<file path="config.mk">
export PLATFORM = sky130hd
export DESIGN_NAME = gray_code_counter_flat
export DESIGN_NICKNAME = d
export VERILOG_FILES = /design/src/rtl/gray_code_counter_if.sv /design/src/rtl/gray_code_counter.sv /design/src/flat_wrapper.sv
export SDC_FILE = /design/constraint.sdc
export NUM_CORES = 1
export LEC_CHECK = 0
export CAP_MARGIN = 25
export CORE_UTILIZATION = 28
export DETAILED_ROUTE_END_ITERATION = 16
export PLACE_DENSITY = 0.59
export SYNTH_ARGS = -nofsm -noshare
export SYNTH_HDL_FRONTEND = slang
export SYNTH_SLANG_ARGS = --single-unit
</file>
<file path="constraint.sdc">
create_clock -name clk -period 2.3 [get_ports clk]
set_input_delay 0.46 -clock clk [delete_from_list [all_inputs] [get_ports clk]]
set_output_delay 0.46 -clock clk [all_outputs]
set_load 0.01 [all_outputs]
</file>
<file path="src/rtl/gray_code_counter_if.sv">
// Control and count bus of the Gray-code counter.
// The master drives the controls and the slave (the counter) drives the counts.
interface gray_code_counter_if #(
    parameter int unsigned WIDTH = 4
);
    logic             en;
    logic             dir;
    logic             load;
    logic             load_is_gray;
    logic [WIDTH-1:0] load_val;
    logic [WIDTH-1:0] bin_out;
    logic [WIDTH-1:0] gray_out;
    logic             wrap;

    modport master (
        output en, dir, load, load_is_gray, load_val,
        input  bin_out, gray_out, wrap
    );

    modport slave (
        input  en, dir, load, load_is_gray, load_val,
        output bin_out, gray_out, wrap
    );
endinterface

</file>
<file path="src/rtl/gray_code_counter.sv">
// Registered up/down counter with binary and Gray outputs, parallel load and wrap strobe.
// Gray is encoded from the next binary value, so one gray bit changes per count step.
module gray_code_counter #(
    parameter int unsigned WIDTH     = 4,
    parameter int unsigned RESET_VAL = 0
) (
    input logic                 clk,
    input logic                 rst_n,
    gray_code_counter_if.slave  bus
);
    localparam logic [WIDTH-1:0] RST_BIN  = WIDTH'(RESET_VAL);
    localparam logic [WIDTH-1:0] RST_GRAY = RST_BIN ^ (RST_BIN >> 1);

    logic [WIDTH-1:0] bin_q;
    logic [WIDTH-1:0] gray_q;
    logic             wrap_q;
    logic [WIDTH-1:0] load_bin;
    logic [WIDTH-1:0] next_bin;
    logic [WIDTH-1:0] next_gray;
    logic             next_wrap;

    // Gray-to-binary: each binary bit is the XOR of all gray bits at or above it
    always_comb begin
        load_bin = '0;
        for (int unsigned i = 0; i < WIDTH; i++) begin
            load_bin[i] = ^(bus.load_val >> i);
        end
    end

    // Next count: load beats enable, enable beats hold
    always_comb begin
        next_bin  = bin_q;
        next_wrap = 1'b0;
        if (bus.load) begin
            next_bin = bus.load_is_gray ? load_bin : bus.load_val;
        end else if (bus.en) begin
            if (bus.dir) begin
                next_bin  = bin_q + WIDTH'(1);
                next_wrap = &bin_q;
            end else begin
                next_bin  = bin_q - WIDTH'(1);
                next_wrap = ~|bin_q;
            end
        end
        next_gray = next_bin ^ (next_bin >> 1);
    end

    always_ff @(posedge clk or negedge rst_n) begin
        if (!rst_n) begin
            bin_q  <= RST_BIN;
            gray_q <= RST_GRAY;
            wrap_q <= 1'b0;
        end else begin
            bin_q  <= next_bin;
            gray_q <= next_gray;
            wrap_q <= next_wrap;
        end
    end

    assign bus.bin_out  = bin_q;
    assign bus.gray_out = gray_q;
    assign bus.wrap     = wrap_q;
endmodule

</file>
<file path="src/flat_wrapper.sv">
// flat-port wrapper written by rule: the top's interface ports become plain ports
module gray_code_counter_flat 
#(
    parameter int unsigned WIDTH     = 4,
    parameter int unsigned RESET_VAL = 0
)
  (clk, rst_n, bus_en, bus_dir, bus_load, bus_load_is_gray, bus_load_val, bus_bin_out, bus_gray_out, bus_wrap);
  gray_code_counter_if #(.WIDTH(WIDTH)) bus_i ();
  input logic clk;
  input logic rst_n;
  input wire logic [$bits(bus_i.en)-1:0] bus_en;
  input wire logic [$bits(bus_i.dir)-1:0] bus_dir;
  input wire logic [$bits(bus_i.load)-1:0] bus_load;
  input wire logic [$bits(bus_i.load_is_gray)-1:0] bus_load_is_gray;
  input wire logic [$bits(bus_i.load_val)-1:0] bus_load_val;
  output wire logic [$bits(bus_i.bin_out)-1:0] bus_bin_out;
  output wire logic [$bits(bus_i.gray_out)-1:0] bus_gray_out;
  output wire logic [$bits(bus_i.wrap)-1:0] bus_wrap;
  assign bus_i.en = bus_en;
  assign bus_i.dir = bus_dir;
  assign bus_i.load = bus_load;
  assign bus_i.load_is_gray = bus_load_is_gray;
  assign bus_i.load_val = bus_load_val;
  assign bus_bin_out = bus_i.bin_out;
  assign bus_gray_out = bus_i.gray_out;
  assign bus_wrap = bus_i.wrap;
  gray_code_counter #(.WIDTH(WIDTH), .RESET_VAL(RESET_VAL)) u_core (.clk(clk), .rst_n(rst_n), .bus(bus_i));
endmodule
</file>
-- Word level (Yosys, flattened, before mapping)
Cells that the tools add are included.
- register bits after elaboration: 9
- bits in latches: 0
- RAM bits: 0
- bits in read-only memories: 0
- input bits: 10
- output and inout port bits: 9
- word-level logic and storage cells: 20
- memories: 0
- add/subtract/negate cells: 2
- $mul: 0
- divide/modulo/power cells: 0
- magnitude comparators: 0
- equal/unequal tests: 0
- shift-type cells: 0
- mux-type cells: 7
- bitwise logic cells: 1
- reduce and logical (&&, ||, !) cells: 7
- operators with widths (operator ; number):
    $mux W4 ; 4
    $reduce_xor A4 Y1 ; 4
    $add A4 B1 Y4 const B ; 1
    $reduce_and A4 Y1 ; 1
    $reduce_or A4 Y1 ; 1
    $sub A4 B1 Y4 const B ; 1
    $xor A4 B3 Y4 ; 1
    $mux W1 ; 3
    $logic_not A1 Y1 ; 1

-- Longest topological paths before layout
- depth in word-level cells: 5
- mapped depth: 6
- depth with buffers taken out: 6

-- Least setup slack after synthesis
No wires, ideal clock.
- path type: reg2reg
- start: register u_core.bin_q[0], in the netlist u_core.bus.bin_out[0]
- end: register u_core.gray_q[2], in the netlist u_core.bus.gray_out[2]
- setup time: 0.134 ns
- arrival: 1.615 ns
- data required time: 2.166 ns
- slack: 0.550 ns
- cell stages (with the launch flop): 7
- path buffers: 0
- period minus slack after synthesis: 1.750 ns
- cell sequence: dfrtp_1 inv_1 fa_1 xnor2_1 a211oi_1 a21oi_1 xor2_2
- word-level cells in the longest chain between the ends: 5
- elaborated cells between the ends (all ways): 6
- those cells by class: add/sub: 2; mux: 3; bitwise: 1
- RTL lines (item ; RTL line ; RTL):
    start: declaration ; gray_code_counter.sv:14 ; logic [WIDTH-1:0] bin_q;
    start signal: assignment ; gray_code_counter.sv:54 ; bin_q <= next_bin;
    $sub A4 B1 Y4 or $add A4 B1 Y4 (tied branches) ; gray_code_counter.sv:41, gray_code_counter.sv:38 ;
    $mux W4 (*) ; gray_code_counter.sv:37 ; if (bus.dir) begin
    $mux W4 (*) ; gray_code_counter.sv:36 ; end else if (bus.en) begin
    $mux W4 (*) ; gray_code_counter.sv:34 ; if (bus.load) begin
    via u_core.next_bin[2] ; gray_code_counter.sv:18 ; logic [WIDTH-1:0] next_bin;
    $xor A4 B3 Y4 (*) ; gray_code_counter.sv:45 ; next_gray = next_bin ^ (next_bin >> 1);
    via u_core.next_gray[2] ; gray_code_counter.sv:19 ; logic [WIDTH-1:0] next_gray;
    end signal: assignment ; gray_code_counter.sv:55 ; gray_q <= next_gray;
    end: declaration ; gray_code_counter.sv:15 ; logic [WIDTH-1:0] gray_q;
Mark *: on every way through the listed nets, which the timed path passes. The rest lies on a longest branch.

-- Worst setup path after layout
- start: input port bus_dir
- end: register u_core.gray_q[2], in the netlist u_core.bus.gray_out[2]
- word-level cells in the longest chain between the ends: 4
- RTL lines (item ; RTL line ; RTL):
    start: declaration ; flat_wrapper.sv:12 ; input wire logic [$bits(bus_i.dir)-1:0] bus_dir;
    $mux W4 ; gray_code_counter.sv:37 ;
    $mux W4 ; gray_code_counter.sv:36 ;
    $mux W4 ; gray_code_counter.sv:34 ;
    via u_core.next_bin[3] ; gray_code_counter.sv:18 ;
    $xor A4 B3 Y4 ; gray_code_counter.sv:45 ;
    via u_core.next_gray[2] ; gray_code_counter.sv:19 ;
The timed path passes the listed nets, and every way through them passes these cells.

==> summary.txt <==
STA
  – Pins Over Slew Limit: 0
  – Worst Skew: between 1.5 and 2 ps
  – Post-layout min period: between 2000 and 2500 ps
  – Fmax: 0.4885 GHz
  – Setup TNS: 0 ps
  – Slew HR: roughly 78%
  – Final Setup Violations: 0
  – Hold Fails Final Rpt: 0
  – Slew of the pin with the lowest slew margin: 324.0 ps
  – Fin worst setup slack: around 250 ps
  – Unrepaired setup endpoints after global routing: false
  – Final Cycle Share: 89.01%

Detailed routing
  – Max layer used: met4
  – Met1 WL: about 550 um
  – Final wirelength: roughly 1.1 mm
  – Via-to-Cell Ratio: 4.509
  – DR pass1 iterations: 4
  – DR vias: around 500
  – Routed len/inst: slightly above 10 um
  – Metal3 WL: between 50 and 60 um
  – DR iter-0 viols: 4
  – DRT antenna net count: 0
  – DRC viols: 0
  – Metal2 WL: a little under 500 um

Power and ir drop
  – Pleak: between 0.0003 and 0.0004 uW
  – Peak VDD IR: approximately 0.26 mV
  – Pwr per Cell Area: about 680 nW/um^2

Synthesis
  – Post-synth design cell area: ~590 sq um
  – Cells after synthesis: 56
  – Netlist cell types: 32
  – Post-synth EDFFs: 0
  – Synthesized Nets: between 60 and 70
  – Primary FF master, synth: dfrtp_1
  – Yosys reg bits: 8
  – Ys async rst share: 100.0%
  – Register area share after synthesis: about 34%
  – Yosys warnings: 0
  – Syn avg cell area: approximately 10 sq um

GRT
  – Number of global-route vias before repair: ~390
  – First-pass GRT wire length: 1.697 mm
  – Total GRT Usage: about 11%
  – Antenna violations before repair: 0
  – Largest net degree at the start of global routing: 15
  – Gr ovfl total: 0

Final layout
  – # fillers: about 210
  – Layout cells sized above 1: 16.05%
  – Register area: approximately 200 sq um
  – Commonest non-fill, non-tap cell in the layout: clkdlybuf4s50_1
  – Total Nets Final: 96
  – Layout area overhead: 45.94%
  – Antenna diodes: 0
  – Commonest cells after routing, fill and taps aside: clkdlybuf4s50_1, dfrtp_1, buf_4
  – Area of the multi-input gates: about 350 sq um

Worst setup path
  – Startpoint Class: input pin
  – RR Endpoint: u_core.bus.gray_out[1]$_DFF_PN0_
  – Data arrival, critical path: roughly 2200 ps
  – CP Capture Type: register
  – R2R setup slack: a little under 500 ps
  – Crit path launch: bus_dir
  – Req. time, crit path: roughly 2400 ps
  – Crit-path max FO: 4
  – Critical path start-end classification: input pin to register
  – R2R cell count: 7
  – Critical R2R Launch: u_core.bus.bin_out[1]$_DFF_PN0_

Job
  – # Max-Cap Violations: 0

Floorplan
  – Starting Density: 29.85%
  – Die Span X: between 40 and 50 um
  – Core footprint: between 1500 and 2000 sq um
  – Die height: about 48 um
  – DIE AREA: 2278 sq um
  – Ports: 19
  – Row cnt: 16

CTS
  – Post-CTS setup buffer count: 0
  – Clock root buffer: clkbuf_4
  – Clk Latency, worst-skew pair: approximately 240 ps
  – Num CTS Buffers: 3
  – Htree depth: 1
  – Max Root-Sink Buffers: 2
  – # resized after CTS: 0
  – TritonCTS Sinks: 8
  – Clock-pin slew on the worst setup and hold paths: about 50 ps
  – CTS tree: done
  – Cts hold-fix bufs: 0

Outcome
  – Status: complete, no violations

Min path
  – Hold crit path type: input pin to asynchronous set/reset pin

Placement
  – HPWL Detailed: about 970 um
  – Placer Congestion: 0.7035
  – Pre-CTS WS: ~0.38 ps
  – PortBufs: 18
[critical path, stage by stage]
cell and delay (ps):
clkdlybuf4s50_1 510, inv_1 70, ha_1 340, a21oi_1 170
a2bb2oi_1 80, or3_4 400, xor2_2 150
[report_power, final]
part	switching (uW)	total [uW]	internal [uW]
Sequential	25.1	199	173
Combinational	116	284	168
Clock	37.9	96.9	59.0
[per-stage QoR]
step	utilization [%]	hold slack (ps)	total power, uW	std cells	instance area, sq um
2_1_floorplan	-	164.4	347.5	56	585.6
3_3_place_gp	42.41	672.5	487.5	105	832.0
3_5_place_dp	42.41	699.1	489.5	105	832.0
4_1_cts	43.56	486.9	590.7	108	854.6
5_1_grt	43.56	505.5	630.3	108	854.6
6_report	43.56	482.9	579.5	108	854.6
[worst max path at each step]
stage	endpoint	slack [ps]	cells past startpoint
floorplan	u_core.bus.gray_out[2]$_DFF_PN0_	550	6
global placement	u_core.bus.gray_out[2]$_DFF_PN0_	40	7
detailed placement	u_core.bus.gray_out[2]$_DFF_PN0_	0.4	7
CTS	u_core.bus.gray_out[2]$_DFF_PN0_	260	7
global route	u_core.bus.gray_out[2]$_DFF_PN0_	180	7
finish	u_core.bus.gray_out[2]$_DFF_PN0_	250	7
[metal layers]
metal	GRT usage, %	vias to the layer above
met4	5.000	0
met5	0	-
li1	-	251
met2	14.86	12
met1	15.79	222
met3	2.264	2
[Yosys cell counts (2+ instances only)]
cell	count	area, sq um
nor2_1	3	11.26
a21oi_1	3	15.01
inv_1	3	11.26
nand2_1	3	11.26
ha_1	2	25.02
dfrtp_1	8	200.2
xnor2_1	3	26.28
a2bb2oi_1	2	17.52
xor2_1	4	35.03
nor3b_1	2	15.01
buf_4	2	15.01
[layout make-up]
type                       count  share of cell area [%]
tap                           27                   3.953
clock buffer                   3                   2.635
timing repair buffer          25                   27.23
sequential                     8                   23.43
inverter                       3                   1.318
multi-input combinational     42                   41.43
[registers in the layout (all words and copies together) (netlist names)]
name,flops
u_core.bus.bin_out,4
u_core.bus.gray_out,3
u_core.bus.wrap,1
[kinds of logic (layout without fill, tap and decap cells)]
logic type | count (synthesis) | in the layout | share of synthesized area, %
simple gates | 18 | 18 | 19.66
compound gates | 11 | 11 | 14.10
xor+xnor | 9 | 9 | 17.31
flops | 8 | 8 | 34.19
buf+inv | 6 | 31 | 5.340
fa+ha+maj | 3 | 3 | 7.692
mux | 1 | 1 | 1.709
(Power assumes the default switching activity.)
